File: config.mk
export PLATFORM = sky130hd
export DESIGN_NAME = sd_cmd_sequencer
export DESIGN_NICKNAME = d
export VERILOG_FILES = /design/src/rtl/sd_pkg.sv /design/src/rtl/sd_crc7.sv /design/src/rtl/sd_cmd_sequencer.sv
export SDC_FILE = /design/constraint.sdc
export NUM_CORES = 1
export LEC_CHECK = 0
export CAP_MARGIN = 10
export CELL_PAD_IN_SITES_DETAIL_PLACEMENT = 1
export CELL_PAD_IN_SITES_GLOBAL_PLACEMENT = 1
export CORE_MARGIN = 2
export CORE_UTILIZATION = 35
export CTS_CLUSTER_DIAMETER = 40
export DETAILED_ROUTE_END_ITERATION = 8
export PLACE_DENSITY_LB_ADDON = 0.1
export SYNTH_ARGS = -nofsm -noshare
export SYNTH_HDL_FRONTEND = slang
export SYNTH_SLANG_ARGS = --single-unit
File: constraint.sdc
create_clock -name clk -period 2.26 [get_ports clk]
set_input_delay 0.226 -clock clk [delete_from_list [all_inputs] [get_ports clk]]
set_output_delay 0.226 -clock clk [all_outputs]
set_load 0.02 [all_outputs]
File: src/rtl/sd_pkg.sv
// Shared types and constants for the SD SPI-mode command sequencer.
// Holds the FSM state typedefs, the framing constants and the CRC-7 byte update.
package sd_pkg;

  typedef enum logic [2:0] {
    ST_IDLE,
    ST_PRE,
    ST_SEND,
    ST_POLL,
    ST_EXTRA,
    ST_DONE
  } sd_state_e;

  // Per-byte handshake with the SPI byte engine
  typedef enum logic [1:0] {
    XP_LAUNCH,
    XP_RISE,
    XP_FALL,
    XP_SAMPLE
  } xfer_ph_e;

  localparam logic [6:0] CRC7_POLY   = 7'h09;
  localparam logic [7:0] FILL_BYTE   = 8'hFF;
  localparam logic [1:0] START_PFX   = 2'b01;
  localparam int         FRAME_BYTES = 6;
  localparam int         EXTRA_BYTES = 4;

  function automatic int max_int(input int a, input int b);
    return (a > b) ? a : b;
  endfunction

  // x^7+x^3+1, MSB first, one byte per call
  function automatic logic [6:0] crc7_byte(input logic [6:0] crc, input logic [7:0] din);
    logic [6:0] c;
    logic       fb;
    c = crc;
    for (int i = 7; i >= 0; i--) begin
      fb = c[6] ^ din[i];
      c  = {c[5:0], 1'b0};
      if (fb) c = c ^ CRC7_POLY;
    end
    return c;
  endfunction

endpackage

File: src/rtl/sd_crc7.sv
// Byte-wide CRC-7 accumulator for SD command frames.
module sd_crc7
  import sd_pkg::*;
(
  input  logic       clk,
  input  logic       rst_n,
  input  logic       clr,
  input  logic       en,
  input  logic [7:0] din,
  output logic [6:0] crc
);

  logic [6:0] crc_q, crc_d;

  always_comb begin
    crc_d = crc_q;
    if (clr)     crc_d = '0;
    else if (en) crc_d = crc7_byte(crc_q, din);
  end

  always_ff @(posedge clk or negedge rst_n) begin
    if (!rst_n) crc_q <= '0;
    else        crc_q <= crc_d;
  end

  assign crc = crc_q;

endmodule

File: src/rtl/sd_cmd_sequencer.sv
// SD SPI-mode command sequencer: filler bytes, 6-byte frame with CRC-7,
// R1 polling with timeout and optional 4-byte trailer, over a byte engine.
module sd_cmd_sequencer
  import sd_pkg::*;
#(
  parameter int RESP_POLL_MAX = 8,
  parameter int PRE_FF        = 1
) (
  input  logic        clk,
  input  logic        rst_n,
  input  logic        cmd_start,
  input  logic [5:0]  cmd_index,
  input  logic [31:0] cmd_arg,
  input  logic        resp_extra,
  output logic        cmd_busy,
  output logic        cmd_done,
  output logic [7:0]  r1,
  output logic [31:0] resp_data,
  output logic        timeout,
  output logic [7:0]  spi_tx_data,
  output logic        spi_start,
  input  logic        spi_busy,
  input  logic [7:0]  spi_rx_data
);

  localparam int CNT_MAX = max_int(max_int(RESP_POLL_MAX, PRE_FF), FRAME_BYTES);
  localparam int CNT_W   = $clog2(CNT_MAX + 1);

  sd_state_e        state_q, state_d;
  xfer_ph_e         xph_q, xph_d;
  logic [CNT_W-1:0] cnt_q, cnt_d;
  logic [5:0]       idx_q, idx_d;
  logic [31:0]      arg_q, arg_d;
  logic             extra_q, extra_d;
  logic             busy_q, busy_d, done_q, done_d;
  logic             start_q, start_d, tmo_q, tmo_d;
  logic [7:0]       tx_q, tx_d, r1_q, r1_d;
  logic [31:0]      resp_q, resp_d;
  logic [7:0]       byte_nxt;
  logic             byte_done, crc_clr, crc_en;
  logic [6:0]       crc;

  sd_crc7 u_crc7 (
    .clk   (clk),
    .rst_n (rst_n),
    .clr   (crc_clr),
    .en    (crc_en),
    .din   (byte_nxt),
    .crc   (crc)
  );

  always_comb begin
    byte_nxt = FILL_BYTE;
    if (state_q == ST_SEND) begin
      case (int'(cnt_q))
        0:       byte_nxt = {START_PFX, idx_q};
        1:       byte_nxt = arg_q[31:24];
        2:       byte_nxt = arg_q[23:16];
        3:       byte_nxt = arg_q[15:8];
        4:       byte_nxt = arg_q[7:0];
        5:       byte_nxt = {crc, 1'b1};
        default: byte_nxt = FILL_BYTE;
      endcase
    end
  end

  always_comb begin
    state_d   = state_q;
    xph_d     = xph_q;
    cnt_d     = cnt_q;
    idx_d     = idx_q;
    arg_d     = arg_q;
    extra_d   = extra_q;
    busy_d    = busy_q;
    done_d    = 1'b0;
    start_d   = 1'b0;
    tmo_d     = tmo_q;
    tx_d      = tx_q;
    r1_d      = r1_q;
    resp_d    = resp_q;
    byte_done = 1'b0;
    crc_clr   = 1'b0;
    crc_en    = 1'b0;

    // tx_q only moves at launch, so the byte is stable for the whole engine cycle
    if (state_q != ST_IDLE && state_q != ST_DONE) begin
      case (xph_q)
        XP_LAUNCH: begin
          tx_d    = byte_nxt;
          start_d = 1'b1;
          xph_d   = XP_RISE;
          crc_en  = (state_q == ST_SEND) && (int'(cnt_q) < FRAME_BYTES - 1);
        end
        XP_RISE:   if (spi_busy)  xph_d = XP_FALL;
        XP_FALL:   if (!spi_busy) xph_d = XP_SAMPLE;
        XP_SAMPLE: begin
          xph_d     = XP_LAUNCH;
          byte_done = 1'b1;
        end
        default:   xph_d = XP_LAUNCH;
      endcase
    end

    case (state_q)
      ST_IDLE: if (cmd_start) begin
        idx_d   = cmd_index;
        arg_d   = cmd_arg;
        extra_d = resp_extra;
        busy_d  = 1'b1;
        tmo_d   = 1'b0;
        resp_d  = '0;
        crc_clr = 1'b1;
        cnt_d   = '0;
        xph_d   = XP_LAUNCH;
        state_d = (PRE_FF > 0) ? ST_PRE : ST_SEND;
      end
      ST_PRE: if (byte_done) begin
        if (int'(cnt_q) == PRE_FF - 1) begin
          state_d = ST_SEND;
          cnt_d   = '0;
        end else cnt_d = cnt_q + CNT_W'(1);
      end
      ST_SEND: if (byte_done) begin
        if (int'(cnt_q) == FRAME_BYTES - 1) begin
          state_d = ST_POLL;
          cnt_d   = '0;
        end else cnt_d = cnt_q + CNT_W'(1);
      end
      ST_POLL: if (byte_done) begin
        if (!spi_rx_data[7]) begin
          r1_d  = spi_rx_data;
          cnt_d = '0;
          if (extra_q) state_d = ST_EXTRA;
          else begin
            state_d = ST_DONE;
            done_d  = 1'b1;
            busy_d  = 1'b0;
          end
        end else if (int'(cnt_q) == RESP_POLL_MAX - 1) begin
          r1_d    = FILL_BYTE;
          tmo_d   = 1'b1;
          state_d = ST_DONE;
          done_d  = 1'b1;
          busy_d  = 1'b0;
        end else cnt_d = cnt_q + CNT_W'(1);
      end
      ST_EXTRA: if (byte_done) begin
        resp_d = {resp_q[23:0], spi_rx_data};
        if (int'(cnt_q) == EXTRA_BYTES - 1) begin
          state_d = ST_DONE;
          done_d  = 1'b1;
          busy_d  = 1'b0;
        end else cnt_d = cnt_q + CNT_W'(1);
      end
      // One dead cycle: a start coincident with cmd_done is dropped here
      ST_DONE: state_d = ST_IDLE;
      default: state_d = ST_IDLE;
    endcase
  end

  always_ff @(posedge clk or negedge rst_n) begin
    if (!rst_n) begin
      state_q <= ST_IDLE;
      xph_q   <= XP_LAUNCH;
      cnt_q   <= '0;
      idx_q   <= '0;
      arg_q   <= '0;
      extra_q <= 1'b0;
      busy_q  <= 1'b0;
      done_q  <= 1'b0;
      start_q <= 1'b0;
      tmo_q   <= 1'b0;
      tx_q    <= FILL_BYTE;
      r1_q    <= '0;
      resp_q  <= '0;
    end else begin
      state_q <= state_d;
      xph_q   <= xph_d;
      cnt_q   <= cnt_d;
      idx_q   <= idx_d;
      arg_q   <= arg_d;
      extra_q <= extra_d;
      busy_q  <= busy_d;
      done_q  <= done_d;
      start_q <= start_d;
      tmo_q   <= tmo_d;
      tx_q    <= tx_d;
      r1_q    <= r1_d;
      resp_q  <= resp_d;
    end
  end

  assign cmd_busy    = busy_q;
  assign cmd_done    = done_q;
  assign r1          = r1_q;
  assign resp_data   = resp_q;
  assign timeout     = tmo_q;
  assign spi_tx_data = tx_q;
  assign spi_start   = start_q;

endmodule

Word-level counts from Yosys, hierarchy flattened. Cells that the tools add are included. W data, S select, Z words.

Register bits after elaboration: 107. Bits of input ports: 51. Output and inout bits: 52. Logic and storage cells: 171.

Add/subtract/negate cells: 1. $lt $le $gt $ge: 1. Eq/ne operators: 31. Muxes and demuxes: 88. Bitwise logic cells: 16. Reductions and logical operators: 20.

Operator list (count): $mux W7 (16); $mux W4 (18); $mux W32 (2); $pmux W32 S2 (1); $pmux W8 S6 (1); $mux W3 (10); $mux W1 (26); $mux W8 (3); $ne A2 B2 Y1 const B (10); $pmux W4 S5 (1); $not A2 Y2 (8); $pmux W3 S5 (1); $eq A4 B3 Y1 const B (3); $ne A3 B3 Y1 const B (4); $mux W2 (5); $reduce_and A9 Y1 (1); $eq A4 B2 Y1 const B (2); $eq A4 B4 Y1 const B (2); $logic_not A4 Y1 (2); $pmux W2 S4 (1); $reduce_and A8 Y1 (1); $xor A1 B1 Y1 (8); $reduce_and A7 Y1 (1); $eq A3 B2 Y1 const B (2); 19 further kinds (28).

Logic depth before layout (Yosys ltp).
Word-level depth: 35. Mapped depth: 10.

Cells and area by module. A second synthesis with hierarchy kept.

Cells, all modules: 496. Area total of the unflattened synthesis: 5128.7 um^2.

Modules (own cells, without submodules): sd_cmd_sequencer (instances 1, cells each 450, area each 4630.7 um^2); sd_crc7 (instances 1, cells each 46, area each 498.0 um^2).

Least setup slack after synthesis. OpenSTA, ideal clock, no wires.

Path type: reg-to-reg. From: register cnt_q[0]. To: register u_crc7.crc_q[6] (netlist: u_crc7.crc[6]). Data arrival time: 2.184 ns. Slack: -0.048 ns. Cell stages (with the launch flop): 10. Buffers on the path: 1. Period minus slack after synthesis: 2.308 ns. Cells stage by stage: dfrtp_1 -> inv_1 -> ha_1 -> buf_6 -> a222oi_1 -> nand2_1 -> a21oi_4 -> xor2_2 -> xor3_1 -> a211o_1.

Word-level cells in the longest chain between the ends: 23. Elaborated cells on any way between the ends: 38. Those cells by class: order compare: 1; eq/ne: 5; mux: 25; bitwise: 4; reduce/logical: 3.

Ends and longest elaborated chain: start, declared (line sd_cmd_sequencer.sv:31) `logic [CNT_W-1:0] cnt_q, cnt_d;`; start signal, assigned (line sd_cmd_sequencer.sv:179) `cnt_q <= cnt_d;`; $eq A4 B3 Y1, or another cell as far along (line sd_cmd_sequencer.sv:55) `case (int'(cnt_q))`; $pmux W8 S6 (line sd_cmd_sequencer.sv:55); $mux W8 (line sd_cmd_sequencer.sv:54) `if (state_q == ST_SEND) begin`; $xor A1 B1 Y1 (line sd_pkg.sv:38) `fb = c[6] ^ din[i];`; $mux W4 (line sd_pkg.sv:40) `if (fb) c = c ^ CRC7_POLY;`; $mux W7 (line sd_crc7.sv:18) `else if (en) crc_d = crc7_byte(crc_q, din);`; $mux W7 (line sd_crc7.sv:17) `if (clr) crc_d = '0;`; $mux W7 / $mux W4 (equally long branches) (line sd_crc7.sv:18, sd_pkg.sv:40); [7 not listed]; $mux W7 (line sd_crc7.sv:18); $mux W7 (line sd_crc7.sv:17); $mux W7 (line sd_crc7.sv:18); $mux W7 (line sd_crc7.sv:17); $mux W7 (line sd_crc7.sv:18); $mux W7 (line sd_crc7.sv:17); $mux W7 (line sd_crc7.sv:18); $mux W7 (line sd_crc7.sv:17); end signal, assigned (line sd_crc7.sv:23) `else crc_q <= crc_d;`; end, declared (line sd_crc7.sv:13) `logic [6:0] crc_q, crc_d;`.

Parallel ways exist; a longest one is shown, timed or not. The select of a mux whose other input is x is not followed. A chain may end at the register's enable or synchronous reset.

Worst setup path in the final report. Ends and elaborated chain as after synthesis.

==> reports/metrics.cfg <==
[worst_hold_path]
hp-class = in2async

[synthesis]
syn_nets = 637
synth_top_area_share_pct = 48.8
async_flop_share_pct = 100
netlist_instances = 581
ys.flop_type = dfrtp_1
ys_ff_latch = 107
avgSynthCellArea_sq_um = 8.75
ys_warn_count = 0
synth.largest_area_cell = dfrtp_1
ys_seq_area_share_pct = 52.9
syn_area_sq_um = 5080
synth-edff-count = 0
yosys-top-cells-area = dfrtp_1 (49%), nand2_1 (15%), o21ai_0 (5.2%)
ys_types = 58

[outcome]
violations = negative setup slack
outcome = finished, violations left

[layout]
final_cell_mix = nand2_1 (197), clkdlybuf4s50_1 (101), dfrtp_1 (97)
syn2layout_area_growth_pct = 43.6
fin_util_pct = 50.8
num-nets-final = 776
drive_gt1_share_pct = 17.8
instances_no_fill = 909
layout_commonest_cell = nand2_1
n_antenna_cell = 0

[placement]
gp_congestion = 0.829
port_buffers = 102
dp_hpwl_um = 11000
dp.cells = 882

[sta]
slew_headroom_pct = 65.1
rsz0062_at_grt = yes
hold_ws_ps = 381
max_slew.worst_pin.slew_ps = 523
slew_violations = 0
fin_crit_sh_pct = 106
clock_skew_ps = 9.22
fin_crit_ps = 2400
setup_ws_ps = -141
max_freq_mhz = 416
tns_ps = -667
hold_viol_final = 0
finalSetupViolCount = 6

[setup_path]
critPathArrivalTime_ps = 2650
cp_data_required_time_ps = 2510
rr_worst_depth = 9
crit_start = cnt_q[0]
crit_fanout = 4
path_class = reg2reg
r2r_end = u_crc7.crc[6]
reg2reg_from = cnt_q[0]
worstSetupStartpointType = register
end_kind = register
rrSetupSlack_ps = -140

[drt]
wl_met2_um = 7520
drtIter0Drc = 225
viasPerCell = 5.02
via_count = 4566
wl_met3_um = 414
firstDrtPassIters = 5
wl_met1_um = 7220
highest_layer = met4
antenna_left = 0
drc = 0
routedWlPerCell_um = 17.1
wirelength_um = 15500

[power_and_ir_drop]
powerDensity_nw_per_um2 = 1200
irDropWorstVdd_uv = 515
seqPwrFrac_pct = 34.0
clkPwrFrac_pct = 19.8
p_sw_mw = 3.38
p_leak_nw = 3.21
switching_share_pct = 38.7
cell_internal_pwr_mw = 5.34
p_comb_share_pct = 46.1

[clock_tree]
clk-insertion-delay-late_ps = 360
clock_path_buffers = 2
path_clk_slew_ps = 70
root_buffer = clkbuf_16
cts_max_level = 3
cts_tree = built
numCtsBuffers = 9
clock_sinks = 107

[grt]
antenna_found_initial = 0
grt_usage_pct = 20.6
grt_overflow = 0
grt_first_pass_wirelength_um = 25400
grt_start_max_net_pins = 65
grt_pass1_vias = 4870

[run]
cap_violations = 0

[die]
io_pins = 103
die_area_sq_um = 15500
core-area_sq_um = 14400
fp.dieW_um = 124
num_rows = 44
die_h_um = 124
start_util_pct = 35.4

-- worst max-delay path by stage --
stage                                to  slack, ps
after floorplan           u_crc7.crc[6]        -10
after global routing      u_crc7.crc[6]       -260
after detailed placement  u_crc7.crc[0]       -250
after global placement    u_crc7.crc[3]       -110
final                     u_crc7.crc[6]       -140
after CTS                 u_crc7.crc[3]       -200
-- stage by stage --
| step | power [mW] | cell area [sq um] | setup WS, ps |
|---|---|---|---|
| 2_1_floorplan | 4.98 | 5100 | -11.3 |
| 3_3_place_gp | 6.32 | 6620 | -111 |
| 3_5_place_dp | 6.47 | 6620 | -253 |
| 4_1_cts | 8.42 | 7060 | -196 |
| 5_1_grt | 9.32 | 7290 | -265 |
| 6_report | 8.72 | 7290 | -141 |
-- Yosys cell counts (all sizes together), types with 2 or more instances --
cell,instances
a211oi,6
a21o,2
a21oi,30
a221oi,3
a222oi,2
a22oi,5
and2,3
and2b,2
and3,3
buf,12
clkbuf,25
dfrtp,99
dfstp,8
ha,5
inv,15
mux2i,4
nand2,197
nand2b,5
nand3,12
nor2,33
nor2b,3
nor3,4
nor4,2
o21ai,58
o22ai,5
o2bb2ai,2
or2,3
xnor2,9
xor2,5
-- cell families after synthesis --
kind of cell    count (synthesis)  synth area share (%)
fa+ha+maj                       5                  1.23
xor+xnor                       15                  3.03
buf+inv                        52                  4.36
compound gates                126                  15.3
mux                             4                 0.788
flops                         107                  52.9
simple gates                  272                  22.4
-- registers in the layout, summed over array words and instances (netlist names) --
signal and cells:
arg_q 32, resp_data 32, r1 8, spi_tx_data 8, u_crc7.crc 7, idx_q 6, cnt_q 4, state_q 3
xph_q 2, cmd_busy 1, cmd_done 1, extra_q 1, spi_start 1, timeout 1
-- timing repair --
item / 4_1_cts / 5_1_grt
resized for setup: 14 / 27
setup buffers: 2 / 9
setup endpoints to repair: 6 / 10
pin swaps: 8 / 26
hold buffers: 1 / 0
endpoints found under the hold margin: 30 / 0
-- metal layers --
metal  up-vias  track usage (%)
met5         -                0
met4         0             7.80
met3        26             2.92
met2        85             33.3
met1      2260             28.2
li1       2195                -
-- power by group through the flow --
| stage | combinational [mW] | sequential [mW] | clock (mW) |
|---|---|---|---|
| 2_1_floorplan | 2.00 | 2.98 | 0 |
| 3_3_place_gp | 3.37 | 2.94 | 0 |
| 3_5_place_dp | 3.51 | 2.96 | 0 |
| 4_1_cts | 3.68 | 2.95 | 1.78 |
| 5_1_grt | 4.42 | 3.04 | 1.87 |
| 6_report | 4.02 | 2.97 | 1.73 |
-- critical path: stages (launching register included) --
cell      delay [ps]
dfrtp_2          440
inv_4             70
ha_4             180
buf_12           130
a221oi_1         260
a211oi_1         100
a211oi_2         270
xnor2_2          170
xor3_1           390
a211o_1          280
-- final cells by class --
cell class	instances	area (sq um)
fillers	1631	7070
flip-flops and latches	107	2690
multi-input cells	422	2410
repair buffers	165	1580
well taps	184	230
clock buffers	9	225
clock inverters	7	98.8
inverters	15	58.8
Power figures use the tool's default switching activity.
